--- src/rtl/lod_pkg.sv ---
// Shared constants for the leading-one detect / normalize path.
package lod_pkg;

   localparam int LOD_DATA_W = 9;
   localparam int LOD_IDX_W  = 5;

   // Index value the detector emits for an all-zero operand.
   localparam logic [LOD_IDX_W-1:0] IDX_ZERO = '1;

   // Bits needed to hold a left-shift amount of 0..data_w-1.
   function automatic int sh_width(input int data_w);
      return (data_w > 2) ? $clog2(data_w) : 1;
   endfunction

endpackage

--- src/rtl/lod_normalizer_pipe_stage_ctl.sv ---
// Valid/ready bookkeeping for one pipeline register stage, no skid buffer.
module pipe_stage_ctl (
   input  logic clk,
   input  logic rst,
   input  logic up_valid,
   input  logic down_ready,
   output logic valid,
   output logic ready,
   output logic load
);

   logic valid_q;
   logic valid_d;

   // Stage accepts when empty or when its contents leave this same cycle.
   assign ready = !valid_q || down_ready;
   assign load  = up_valid && ready;
   assign valid = valid_q;

   // Next occupancy: a load keeps/sets it, a bare transfer onward empties it.
   always_comb begin
      valid_d = valid_q;
      if (load)
         valid_d = 1'b1;
      else if (valid_q && down_ready)
         valid_d = 1'b0;
   end

   // Occupancy register.
   always_ff @(posedge clk or posedge rst) begin
      if (rst)
         valid_q <= 1'b0;
      else
         valid_q <= valid_d;
   end

endmodule

--- src/rtl/lod_normalizer.sv ---
// Two-stage normalizer: shifts an operand so its leading one lands at the MSB,
// using the index supplied by the upstream leading-one detector.
module lod_normalizer
   import lod_pkg::*;
#(
   parameter int DATA_W = LOD_DATA_W,
   parameter int IDX_W  = LOD_IDX_W
) (
   input  logic              clk,
   input  logic              rst,
   input  logic              in_valid,
   output logic              in_ready,
   input  logic [DATA_W-1:0] in_data,
   input  logic [IDX_W-1:0]  in_idx,
   output logic              out_valid,
   input  logic              out_ready,
   output logic [DATA_W-1:0] out_mant,
   output logic [IDX_W-1:0]  out_exp,
   output logic              out_zero,
   output logic              err_idx
);

   localparam int SH_W = sh_width(DATA_W);
   localparam logic [IDX_W-1:0] IDX_MAX = IDX_W'(DATA_W - 1);

   logic in_is_zero;
   logic in_bad;

   logic s1_valid, s1_ready, s1_load;
   logic s2_valid, s2_ready, s2_load;

   logic [DATA_W-1:0] s1_data_q, s1_data_d;
   logic [IDX_W-1:0]  s1_idx_q,  s1_idx_d;
   logic              s1_zero_q, s1_zero_d;
   logic [SH_W-1:0]   s1_sh_q,   s1_sh_d;

   logic [DATA_W-1:0] s2_mant_q, s2_mant_d;
   logic [IDX_W-1:0]  s2_exp_q,  s2_exp_d;
   logic              s2_zero_q, s2_zero_d;

   logic              err_q, err_d;

   // All-ones index means zero operand; anything else above the MSB position
   // is illegal and is flushed through as zero.
   assign in_is_zero = (in_idx == '1);
   assign in_bad     = !in_is_zero && (in_idx > IDX_MAX);

   pipe_stage_ctl u_s1_ctl (
      .clk        (clk),
      .rst        (rst),
      .up_valid   (in_valid),
      .down_ready (s2_ready),
      .valid      (s1_valid),
      .ready      (s1_ready),
      .load       (s1_load)
   );

   pipe_stage_ctl u_s2_ctl (
      .clk        (clk),
      .rst        (rst),
      .up_valid   (s1_valid),
      .down_ready (out_ready),
      .valid      (s2_valid),
      .ready      (s2_ready),
      .load       (s2_load)
   );

   assign in_ready  = s1_ready;
   assign out_valid = s2_valid;
   assign out_mant  = s2_mant_q;
   assign out_exp   = s2_exp_q;
   assign out_zero  = s2_zero_q;
   assign err_idx   = err_q;

   // S1 capture: raw operand, index, zero classification and shift amount.
   always_comb begin
      s1_data_d = s1_data_q;
      s1_idx_d  = s1_idx_q;
      s1_zero_d = s1_zero_q;
      s1_sh_d   = s1_sh_q;
      if (s1_load) begin
         s1_data_d = in_data;
         s1_idx_d  = in_idx;
         s1_zero_d = in_is_zero || in_bad;
         if (in_is_zero || in_bad)
            s1_sh_d = '0;
         else
            s1_sh_d = SH_W'(DATA_W - 1) - SH_W'(in_idx);
      end
   end

   // S2 capture: normalized mantissa; zero operands force a clean zero.
   always_comb begin
      s2_mant_d = s2_mant_q;
      s2_exp_d  = s2_exp_q;
      s2_zero_d = s2_zero_q;
      if (s2_load) begin
         s2_mant_d = s1_zero_q ? '0 : (s1_data_q << s1_sh_q);
         s2_exp_d  = s1_idx_q;
         s2_zero_d = s1_zero_q;
      end
   end

   // Sticky illegal-index flag, set when a bad index is accepted.
   always_comb begin
      err_d = err_q | (s1_load & in_bad);
   end

   // Pipeline data and error registers.
   always_ff @(posedge clk or posedge rst) begin
      if (rst) begin
         s1_data_q <= '0;
         s1_idx_q  <= '0;
         s1_zero_q <= 1'b0;
         s1_sh_q   <= '0;
         s2_mant_q <= '0;
         s2_exp_q  <= '0;
         s2_zero_q <= 1'b0;
         err_q     <= 1'b0;
      end else begin
         s1_data_q <= s1_data_d;
         s1_idx_q  <= s1_idx_d;
         s1_zero_q <= s1_zero_d;
         s1_sh_q   <= s1_sh_d;
         s2_mant_q <= s2_mant_d;
         s2_exp_q  <= s2_exp_d;
         s2_zero_q <= s2_zero_d;
         err_q     <= err_d;
      end
   end

endmodule

--- config.mk ---
export PLATFORM = sky130hd
export DESIGN_NAME = lod_normalizer
export DESIGN_NICKNAME = d
export VERILOG_FILES = /design/src/rtl/lod_pkg.sv /design/src/rtl/lod_normalizer_pipe_stage_ctl.sv /design/src/rtl/lod_normalizer.sv
export SDC_FILE = /design/constraint.sdc
export NUM_CORES = 1
export LEC_CHECK = 0
export CAP_MARGIN = 20
export CORE_ASPECT_RATIO = 0.8
export CORE_UTILIZATION = 52
export CTS_BUF_LIST = sky130_fd_sc_hd__clkbuf_2 sky130_fd_sc_hd__clkbuf_4 sky130_fd_sc_hd__clkbuf_8
export CTS_CLUSTER_DIAMETER = 50
export CTS_CLUSTER_SIZE = 12
export DETAILED_ROUTE_END_ITERATION = 16
export PLACE_DENSITY = 0.89
export SYNTH_ARGS = -nofsm -noshare
export SYNTH_HDL_FRONTEND = slang
export SYNTH_SLANG_ARGS = --single-unit
--- constraint.sdc ---
create_clock -name clk -period 1.9 [get_ports clk]
set_input_delay 0.38 -clock clk [delete_from_list [all_inputs] [get_ports clk]]
set_output_delay 0.38 -clock clk [all_outputs]
set_load 0.05 [all_outputs]
Word-level counts from Yosys, hierarchy flattened --
Cells that the tools add are included.
Word-level totals: input bits 18, flip-flop bits (word level) 37, output and inout port bits 18
Operators by class: magnitude comparators 1, $add $sub $neg 1, equal/unequal tests 1, shift-type cells 1, multiplexer cells 6, reduce and logical (&&, ||, !) cells 12, bitwise logic cells 2
Operators with widths (number):
- two-way mux 9 bit | 1
- left shift 9 x 4 -> 9 bit | 1
- == test 5 bit (second input constant) | 1
- greater-than comparator 5 x 4 -> 1 bit (second input constant) | 1
- logical AND 1 bit | 4
- two-way mux 1 bit | 4
- two-way mux 4 bit | 1
- nonzero test 2 bit | 2
- subtractor 4 bit (first input constant) | 1
- zero test 1 bit | 3
- logical OR 1 bit | 3
- AND 1 bit | 1
- OR 1 bit | 1

Logic depth before layout (Yosys ltp) --
Gate-level depths: netlist of run 1.
depth after elaboration 6, gate-level depth with buffers 6

By module --
From an unflattened synthesis of run 1, not the netlist that was laid out.
Second synthesis, totals: cells, all modules 130, area, all modules 1784.2 um2
By module, submodules not included:
- lod_normalizer | area each 1669.1 um2, cells each 120, times used 1
- pipe_stage_ctl | area each 57.6 um2, cells each 5, times used 2

Worst setup path before layout of run 1 --
No wires, ideal clock.
kind flip-flop to flip-flop, start register u_s2_ctl.valid_q (netlist: u_s2_ctl.valid), end register s1_data_q[0], cell stages (with the launch flop) 5, arrival time 2.082 ns, setup time 0.125 ns, period minus slack after synthesis 2.206 ns, path buffers 1, path slack -0.306 ns, cells stage by stage dfrtp_1 nand3b_1 nand2_1 buf_2 mux2_2
Between the ends: longest elaborated chain between the ends 4
RTL lines:
- from (decl) | RTL line lod_normalizer_pipe_stage_ctl.sv:12 | logic valid_q;
- from (signal assigned) | RTL line lod_normalizer_pipe_stage_ctl.sv:34 | valid_q <= valid_d;
- zero test 1 bit | RTL line lod_normalizer_pipe_stage_ctl.sv:16 | assign ready = !valid_q || down_ready;
- logical OR 1 bit (2 in series) | RTL line lod_normalizer_pipe_stage_ctl.sv:16
- net in_ready | RTL line lod_normalizer.sv:12 | output logic in_ready,
- logical AND 1 bit | RTL line lod_normalizer_pipe_stage_ctl.sv:17 | assign load = up_valid && ready;
- to (signal assigned) | RTL line lod_normalizer.sv:121 | s1_data_q <= s1_data_d;
- to (decl) | RTL line lod_normalizer.sv:32 | logic [DATA_W-1:0] s1_data_q, s1_data_d;
The timed path passes the listed nets, and every way through them passes these cells. A chain may end at the register's enable or synchronous reset.

Worst setup path in the final report of run 1 --
start register u_s2_ctl.valid_q (netlist: u_s2_ctl.valid), end output port out_valid
RTL lines:
- to (decl) | RTL line lod_normalizer.sv:15 | output logic out_valid,
No word-level cell between the ends.

==> metrics.txt, run 1 <==
# TYPE chip_impl_metric gauge
chip_impl_metric{name="top_level_ports",unit=""} 36
chip_impl_metric{name="critical_path_required",unit="ns"} 1.52
chip_impl_metric{name="syn_avg_cell_area",unit="sq um"} 12.1
chip_impl_metric{name="ir_drop",unit="mV"} 0.744
chip_impl_metric{name="portBuffers",unit=""} 35
chip_impl_metric{name="detailed_place_hpwl",unit="microns"} 2510
chip_impl_metric{name="clock_sink_count",unit=""} 37
chip_impl_metric{name="die-area",unit="sq um"} 3470
chip_impl_metric{name="htree_num_levels",unit=""} 2
chip_impl_metric{name="yosys_reg_bits",unit=""} 37
chip_impl_info{name="critical_path.top_delay_family",value="buffers and inverters"} 1
chip_impl_metric{name="wl_per_cell",unit="microns"} 14.6
chip_impl_metric{name="die_h",unit="microns"} 52.9
chip_impl_metric{name="place_worst_setup_slack",unit="ns"} 0.00703
chip_impl_info{name="synth_ff_type",value="sky130_fd_sc_hd__dfrtp_1"} 1
chip_impl_info{name="run_status",value="complete, no violations"} 1
chip_impl_metric{name="timing.clock.skew",unit="ns"} 0.00572
chip_impl_info{name="path_cells",value="clkdlybuf4s50_1"} 1
chip_impl_metric{name="relSlewSlack",unit="%"} 65.4
chip_impl_metric{name="maximum_number_of_pins_on_one_net_before_global_route_repair",unit=""} 38
chip_impl_metric{name="post-route-period-util",unit="%"} 97.6
chip_impl_metric{name="n_diodes",unit=""} 0
chip_impl_metric{name="yosys.cell_types.count",unit=""} 32
chip_impl_metric{name="critical_path_peak_fanout",unit=""} 3
chip_impl_metric{name="count_of_flip_flops_with_a_built_in_enable_after_synthesis",unit=""} 0
chip_impl_metric{name="initial_core_utilization",unit="%"} 54.6
chip_impl_metric{name="final_nets",unit=""} 205
chip_impl_metric{name="via_per_inst",unit=""} 5.48
chip_impl_metric{name="clock_latency_reported_for_the_late_side_of_the_worst_skew_pair",unit="ns"} 0.28
chip_impl_info{name="crit_type",value="reg -> out"} 1
chip_impl_metric{name="fmax",unit="MHz"} 540
chip_impl_info{name="crit_path_end_kind",value="primary output"} 1
chip_impl_metric{name="detail_route.first_pass.iterations",unit=""} 4
chip_impl_metric{name="postRouteWirelength",unit="microns"} 3310
chip_impl_metric{name="vias",unit=""} 1238
chip_impl_metric{name="number_of_nets_in_the_synthesized_netlist",unit=""} 159
chip_impl_metric{name="netlist_instances",unit=""} 139
chip_impl_metric{name="detail_route.iter0.violations",unit=""} 101
chip_impl_metric{name="instances_no_fill",unit=""} 226
chip_impl_info{name="cell_type_with_the_highest_aggregate_area_in_the_netlist",value="sky130_fd_sc_hd__dfrtp_1"} 1
chip_impl_metric{name="synth_async_sr_flop_share",unit="%"} 100
chip_impl_metric{name="numPlacedInstances",unit=""} 218
chip_impl_metric{name="layout.filler_cells",unit=""} 223
chip_impl_metric{name="synth_top_cell_area_share",unit="%"} 54.9
chip_impl_metric{name="numCtsBuffers",unit=""} 5
chip_impl_metric{name="synth-warning-count",unit=""} 0
chip_impl_metric{name="vias_in_the_first_global_route",unit=""} 1202
chip_impl_metric{name="synth_sequential_area_ratio",unit="%"} 54.9
chip_impl_metric{name="wire_length_of_the_first_global_routing_pass",unit="microns"} 5530
chip_impl_metric{name="critical_path.n_buffers_inverters",unit=""} 1
chip_impl_info{name="tritoncts",value="yes"} 1
chip_impl_metric{name="worst_slew_pin_slew",unit="ns"} 0.518
chip_impl_metric{name="fin_worst_hold_slack",unit="ns"} 0.459
chip_impl_metric{name="core_area",unit="sq um"} 3090
chip_impl_info{name="worst_path_cell_with_the_longest_stage_delay",value="sky130_fd_sc_hd__clkdlybuf4s50_1"} 1
chip_impl_metric{name="fin_tns_setup",unit="ns"} 0
chip_impl_metric{name="fp.dieW",unit="microns"} 65.7
chip_impl_metric{name="clock_path_buffers",unit=""} 2
chip_impl_metric{name="p_per_area",unit="nW/um^2"} 1080
chip_impl_metric{name="final_layout_size_suffix_gt1_share",unit="%"} 26.9
chip_impl_metric{name="total_count_of_hold_check_failures_in_the_final_report",unit=""} 0
chip_impl_info{name="clk_root_buffer_cell",value="sky130_fd_sc_hd__clkbuf_8"} 1
chip_impl_metric{name="global_route.overflow_total",unit=""} 0
chip_impl_metric{name="cts_post_setup_buffers_inserted",unit=""} 0
chip_impl_metric{name="hold_buffers",unit=""} 0
chip_impl_metric{name="cap_violations",unit=""} 0
chip_impl_metric{name="floorplan.rows",unit=""} 18
chip_impl_metric{name="post_cts.resized_instances",unit=""} 0
chip_impl_metric{name="delay_of_the_slowest_cell_on_the_worst_path",unit="ns"} 0.80
chip_impl_metric{name="clk_pin_slew",unit="ns"} 0.07
chip_impl_metric{name="area_delta_synth_final",unit="%"} 31.8
chip_impl_metric{name="critical_path_arrival",unit="ns"} 1.47
chip_impl_metric{name="final.min_clock_period",unit="ns"} 1.85
chip_impl_metric{name="place_congestion",unit=""} 0.774
chip_impl_metric{name="grt_antenna_before_repair",unit=""} 0
chip_impl_metric{name="final_max_slew_viol_count",unit=""} 0
chip_impl_metric{name="post_synth_design_cell_area",unit="sq um"} 1690
chip_impl_metric{name="setup_viol",unit=""} 0
chip_impl_metric{name="layout_setup_ws",unit="ns"} 0.0465
chip_impl_metric{name="drc",unit=""} 0
chip_impl_metric{name="residual_antenna_violating_net_count_after_detailed_routing",unit=""} 0
chip_impl_info{name="min_path_type",value="reg -> reg"} 1
chip_impl_info{name="synth_top_cells_by_area",value="sky130_fd_sc_hd__dfrtp_1 (55%), sky130_fd_sc_hd__mux2_2 (14%), sky130_fd_sc_hd__nand2_1 (4.2%), sky130_fd_sc_hd__mux2i_1 (3.6%), sky130_fd_sc_hd__o21ai_0 (2.7%)"} 1
chip_impl_info{name="grt_setup_unrepaired",value="no"} 1
chip_impl_metric{name="p_leak",unit="uW"} 0.000980
chip_impl_metric{name="total_routing_resource_utilization_after_global_routing",unit="%"} 22.1
chip_impl_info{name="startpoint_type",value="flip-flop"} 1
-- cells in the mapped netlist (2+ instances only) --
master	instances
sky130_fd_sc_hd__nor2_1	4
sky130_fd_sc_hd__o221ai_1	3
sky130_fd_sc_hd__ha_1	2
sky130_fd_sc_hd__inv_1	4
sky130_fd_sc_hd__clkbuf_1	3
sky130_fd_sc_hd__a21o_1	2
sky130_fd_sc_hd__dfrtp_1	37
sky130_fd_sc_hd__a22o_1	3
sky130_fd_sc_hd__nand2_1	19
sky130_fd_sc_hd__a21oi_1	2
sky130_fd_sc_hd__nor2b_1	2
sky130_fd_sc_hd__mux2_2	21
sky130_fd_sc_hd__o21ai_0	9
sky130_fd_sc_hd__mux2i_1	6
sky130_fd_sc_hd__nand2b_1	5
-- cell usage in the layout, fill, tap and decap left out, types with 2 or more instances in the layout --
cell type / synthesis / final
sky130_fd_sc_hd__dfrtp_1: 37 / 36
sky130_fd_sc_hd__clkdlybuf4s50_1: 0 / 28
sky130_fd_sc_hd__mux2_2: 21 / 21
sky130_fd_sc_hd__nand2_1: 19 / 18
sky130_fd_sc_hd__buf_4: 1 / 16
sky130_fd_sc_hd__o21ai_0: 9 / 9
sky130_fd_sc_hd__mux2i_1: 6 / 6
sky130_fd_sc_hd__clkbuf_8: 0 / 6
sky130_fd_sc_hd__nand2b_1: 5 / 5
sky130_fd_sc_hd__nor2_1: 4 / 4
sky130_fd_sc_hd__inv_1: 4 / 4
sky130_fd_sc_hd__a22o_1: 3 / 3
sky130_fd_sc_hd__o221ai_1: 3 / 3
sky130_fd_sc_hd__nor2b_1: 2 / 2
sky130_fd_sc_hd__a21oi_1: 2 / 2
sky130_fd_sc_hd__a21o_1: 2 / 2
sky130_fd_sc_hd__ha_1: 2 / 2
sky130_fd_sc_hd__clkbuf_4: 0 / 2
-- per-layer routing --
metal  wire, microns  GRT usage [%]  share of wire (%)  vias to the layer above
li1                -              -                  -                      589
met1            1560           29.7                 47                      603
met2            1530           32.1                 46                       44
met3             184           8.41                5.6                        2
met4              27           8.70               0.82                        0
met5               0              0                  0                        -
-- sequential cells by signal, indices dropped and copies added (netlist names), 4 cells and up --
name / cells
s1_sh_q: 4
s1_idx_q: 5
out_exp: 5
out_mant: 9
s1_data_q: 9
-- power by group --
part           switching, uW  internal (uW)  total (uW)
combinational            483            332         815
sequential              95.4            922        1020
clock                    251            324         575
total                    829           1580        2410
-- area by class of cell --
cell class | instances | area, sq um | area share (%)
flip-flops and latches | 37 | 927 | 41.7
multi-input cells | 92 | 712 | 32.0
repair buffers | 45 | 420 | 18.9
clock buffers | 8 | 97.6 | 4.39
well taps | 40 | 50.0 | 2.25
inverters | 4 | 15.0 | 0.676
-- kinds of logic after synthesis --
group | after synthesis | synth area share (%)
buffers and inverters | 10 | 2.97
DFF | 37 | 54.9
AOI/OAI and AO/OA | 23 | 9.50
adders and majority gates | 2 | 1.48
xor gates and xnor gates | 1 | 0.520
muxes | 28 | 19.2
and+or+nand+nor | 38 | 11.4
-- stage by stage --
step	instance area, sq um	total power (uW)	util [%]
2_1_floorplan	1690	1560	-
3_3_place_gp	2120	1810	68.9
3_5_place_dp	2120	1840	68.9
4_1_cts	2220	2430	72.0
5_1_grt	2220	2520	72.0
6_report	2220	2410	72.0
-- worst paths after layout --
| path | to | startpoint | cells past startpoint | slack (ns) |
|---|---|---|---|---|
| max in group asynchronous | u_s2_ctl.valid$_DFFE_PP0P_ | rst | 3 | 1.07 |
| min reg2reg | err_idx$_DFF_PP0_ | err_idx$_DFF_PP0_ | 1 | 0.46 |
| max reg2reg | out_mant[8]$_DFFE_PP0P_ | s1_sh_q[0]$_DFFE_PP0P_ | 4 | 0.18 |
| max | out_valid | u_s2_ctl.valid$_DFFE_PP0P_ | 1 | 0.05 |
| min | err_idx$_DFF_PP0_ | err_idx$_DFF_PP0_ | 1 | 0.46 |
| min in group asynchronous | out_exp[0]$_DFFE_PP0P_ | rst | 3 | 0.50 |
Note: power is estimated with default switching activity, not from simulation.
==> run 2, diff against run 1 <==
--- a/config.mk
+++ b/config.mk
@@ -12,6 +12,7 @@
 export CTS_CLUSTER_DIAMETER = 50
 export CTS_CLUSTER_SIZE = 12
 export DETAILED_ROUTE_END_ITERATION = 16
+export GPL_TIMING_DRIVEN = 0
 export PLACE_DENSITY = 0.89
 export SYNTH_ARGS = -nofsm -noshare
 export SYNTH_HDL_FRONTEND = slang
==> metrics.txt, run 2 (same netlist as run 1, synthesis figures left out) <==
# TYPE chip_impl_metric gauge
chip_impl_info{name="run_status",value="complete, no violations"} 1
chip_impl_metric{name="detail_route.iter0.violations",unit=""} 74
chip_impl_metric{name="place_congestion",unit=""} 0.768
chip_impl_metric{name="total_count_of_hold_check_failures_in_the_final_report",unit=""} 0
chip_impl_metric{name="clock_path_buffers",unit=""} 2
chip_impl_metric{name="fp.dieW",unit="microns"} 65.7
chip_impl_metric{name="timing.clock.skew",unit="ns"} 0.00930
chip_impl_metric{name="critical_path_required",unit="ns"} 1.52
chip_impl_metric{name="global_route.overflow_total",unit=""} 0
chip_impl_metric{name="numCtsBuffers",unit=""} 5
chip_impl_metric{name="top_level_ports",unit=""} 36
chip_impl_info{name="path_cells",value="clkdlybuf4s50_1"} 1
chip_impl_metric{name="n_diodes",unit=""} 0
chip_impl_metric{name="final.min_clock_period",unit="ns"} 1.85
chip_impl_info{name="layout_commonest_cell",value="sky130_fd_sc_hd__dfrtp_1"} 1
chip_impl_metric{name="instances_no_fill",unit=""} 223
chip_impl_metric{name="critical_path_peak_fanout",unit=""} 3
chip_impl_metric{name="critical_path_depth",unit=""} 1
chip_impl_metric{name="internal-power",unit="uW"} 1530
chip_impl_metric{name="floorplan.rows",unit=""} 18
chip_impl_metric{name="core_area",unit="sq um"} 3090
chip_impl_metric{name="worst_slew_pin_slew",unit="ns"} 0.520
chip_impl_metric{name="final_max_slew_viol_count",unit=""} 0
chip_impl_metric{name="clock_sink_count",unit=""} 37
chip_impl_metric{name="total_switching_power",unit="uW"} 844
chip_impl_info{name="worst_path_cell_with_the_longest_stage_delay",value="sky130_fd_sc_hd__clkdlybuf4s50_1"} 1
chip_impl_metric{name="cap_violations",unit=""} 0
chip_impl_metric{name="vias_in_the_first_global_route",unit=""} 1223
chip_impl_metric{name="place_worst_setup_slack",unit="ns"} -0.303
chip_impl_metric{name="initial_core_utilization",unit="%"} 54.6
chip_impl_metric{name="area_delta_synth_final",unit="%"} 31.0
chip_impl_metric{name="ir_drop",unit="mV"} 0.601
chip_impl_metric{name="postRouteWirelength",unit="microns"} 3430
chip_impl_info{name="crit_type",value="reg -> out"} 1
chip_impl_info{name="critical_path.reg2reg.endpoint",value="out_mant[8]$_DFFE_PP0P_"} 1
chip_impl_metric{name="p_leak",unit="uW"} 0.000948
chip_impl_info{name="clk_root_buffer_cell",value="sky130_fd_sc_hd__clkbuf_8"} 1
chip_impl_info{name="critical_path.top_delay_family",value="buffers and inverters"} 1
chip_impl_metric{name="grt_antenna_before_repair",unit=""} 0
chip_impl_metric{name="delay_of_the_slowest_cell_on_the_worst_path",unit="ns"} 0.80
chip_impl_metric{name="htree_num_levels",unit=""} 2
chip_impl_metric{name="layout_setup_ws",unit="ns"} 0.0520
chip_impl_metric{name="detail_route.first_pass.iterations",unit=""} 4
chip_impl_metric{name="post-route-period-util",unit="%"} 97.3
chip_impl_metric{name="seqCellArea",unit="sq um"} 927
chip_impl_metric{name="numPlacedInstances",unit=""} 215
chip_impl_info{name="grt_setup_unrepaired",value="no"} 1
chip_impl_metric{name="power.share.switching",unit="%"} 35.6
chip_impl_metric{name="final_nets",unit=""} 202
chip_impl_metric{name="critical_path.n_buffers_inverters",unit=""} 1
chip_impl_metric{name="vias",unit=""} 1217
chip_impl_metric{name="residual_antenna_violating_net_count_after_detailed_routing",unit=""} 0
chip_impl_metric{name="portBuffers",unit=""} 35
chip_impl_metric{name="die-area",unit="sq um"} 3470
chip_impl_metric{name="wire_length_of_the_first_global_routing_pass",unit="microns"} 5690
chip_impl_metric{name="r2r_setup_slk",unit="ns"} 0.12
chip_impl_metric{name="drc",unit=""} 0
chip_impl_metric{name="relSlewSlack",unit="%"} 64.8
chip_impl_metric{name="worst-r2r-cell-count",unit=""} 5
chip_impl_metric{name="detailed_place_hpwl",unit="microns"} 2660
chip_impl_metric{name="comb_power_share",unit="%"} 34.6
chip_impl_metric{name="clk_pin_slew",unit="ns"} 0.07
chip_impl_metric{name="total_routing_resource_utilization_after_global_routing",unit="%"} 23.0
chip_impl_metric{name="fmax",unit="MHz"} 541
chip_impl_metric{name="power_frac_seq",unit="%"} 42.7
chip_impl_metric{name="fin_worst_hold_slack",unit="ns"} 0.413
chip_impl_metric{name="final_layout_size_suffix_gt1_share",unit="%"} 21.3
chip_impl_metric{name="setup_viol",unit=""} 0
chip_impl_metric{name="wl_per_cell",unit="microns"} 15.4
chip_impl_metric{name="clock_latency_reported_for_the_late_side_of_the_worst_skew_pair",unit="ns"} 0.29
chip_impl_metric{name="postLayoutCoreUtil",unit="%"} 71.6
chip_impl_metric{name="multi_input_comb_area",unit="sq um"} 712
chip_impl_metric{name="die_h",unit="microns"} 52.9
chip_impl_metric{name="layout.filler_cells",unit=""} 211
chip_impl_info{name="layout_common_cells",value="sky130_fd_sc_hd__dfrtp_1 (36), sky130_fd_sc_hd__clkdlybuf4s50_1 (34), sky130_fd_sc_hd__mux2_2 (21)"} 1
chip_impl_info{name="tritoncts",value="yes"} 1
chip_impl_info{name="regToRegStartpoint",value="s1_sh_q[0]$_DFFE_PP0P_"} 1
chip_impl_info{name="crit_path_end_kind",value="primary output"} 1
chip_impl_info{name="min_path_type",value="in -> async"} 1
chip_impl_info{name="startpoint_type",value="flip-flop"} 1
chip_impl_metric{name="maximum_number_of_pins_on_one_net_before_global_route_repair",unit=""} 27
chip_impl_metric{name="via_per_inst",unit=""} 5.46
chip_impl_metric{name="critical_path_arrival",unit="ns"} 1.47
chip_impl_metric{name="cts_post_setup_buffers_inserted",unit=""} 0
chip_impl_metric{name="p_per_area",unit="nW/um^2"} 1070
chip_impl_metric{name="share_clk_of_total_power",unit="%"} 22.6
## run 2: cell types whose count changed in the layout (fill, tap and decap cells not counted)
cell and delta:
sky130_fd_sc_hd__buf_12 -1, sky130_fd_sc_hd__buf_16 +1, sky130_fd_sc_hd__buf_4 -14, sky130_fd_sc_hd__buf_6 +1
sky130_fd_sc_hd__clkbuf_1 +2, sky130_fd_sc_hd__clkbuf_2 +1, sky130_fd_sc_hd__clkbuf_4 -1, sky130_fd_sc_hd__clkbuf_8 -1
sky130_fd_sc_hd__clkdlybuf4s15_2 +1, sky130_fd_sc_hd__clkdlybuf4s50_1 +6, sky130_fd_sc_hd__clkinv_2 +2
## run 2: per-stage QoR
| step | TNS, ns | total power (uW) | area [sq um] |
|---|---|---|---|
| floorplan | -0.140 | 1560 | 1690 |
| global placement | -1.23 | 1810 | 2090 |
| detailed placement | -1.28 | 1850 | 2120 |
| CTS | 0 | 2380 | 2210 |
| global route | 0 | 2470 | 2210 |
| finish | 0 | 2370 | 2210 |
## run 2: worst max-delay path by stage
stage	end	slack, ns	startpoint
global placement	in_ready	-0.30	out_ready
detailed placement	in_ready	-0.30	out_ready
finish	out_valid	0.05	u_s2_ctl.valid$_DFFE_PP0P_
global route	out_valid	0.02	u_s2_ctl.valid$_DFFE_PP0P_
floorplan	s1_data_q[0]$_DFFE_PP0P_	-0.01	u_s2_ctl.valid$_DFFE_PP0P_
CTS	out_valid	0.05	u_s2_ctl.valid$_DFFE_PP0P_
## run 2: power by group through the flow
stage | Sequential, uW | Clock (uW) | Combinational (uW)
6_report | 1010 | 536 | 820
5_1_grt | 1030 | 571 | 871
4_1_cts | 1010 | 540 | 825
3_5_place_dp | 1030 | 0 | 823
3_3_place_gp | 1010 | 0 | 794
2_1_floorplan | 1280 | 0 | 277
## run 2: per-layer routing
metal	global-route usage, %	routed length, microns	vias up
met2	39.3	1710	37
li1	-	-	579
met4	7.97	31	0
met1	28.7	1540	598
met3	5.39	143	3
met5	0	0	-
## run 2: final cells by class
class | instances | share of cell area, %
repair buffers | 36 | 17.2
multi-input cells | 92 | 32.2
plain buffers | 6 | 1.76
clock buffers | 6 | 3.46
clock inverters | 2 | 0.453
flip-flops and latches | 37 | 42.0
inverters | 4 | 0.680
well taps | 40 | 2.27
## run 2: timing repair
item | CTS | global route
endpoints found under the setup margin | 1 | 1
endpoints found under the hold margin | 0 | 0
gates resized for setup | 3 | 2
hold buffers | 0 | 0
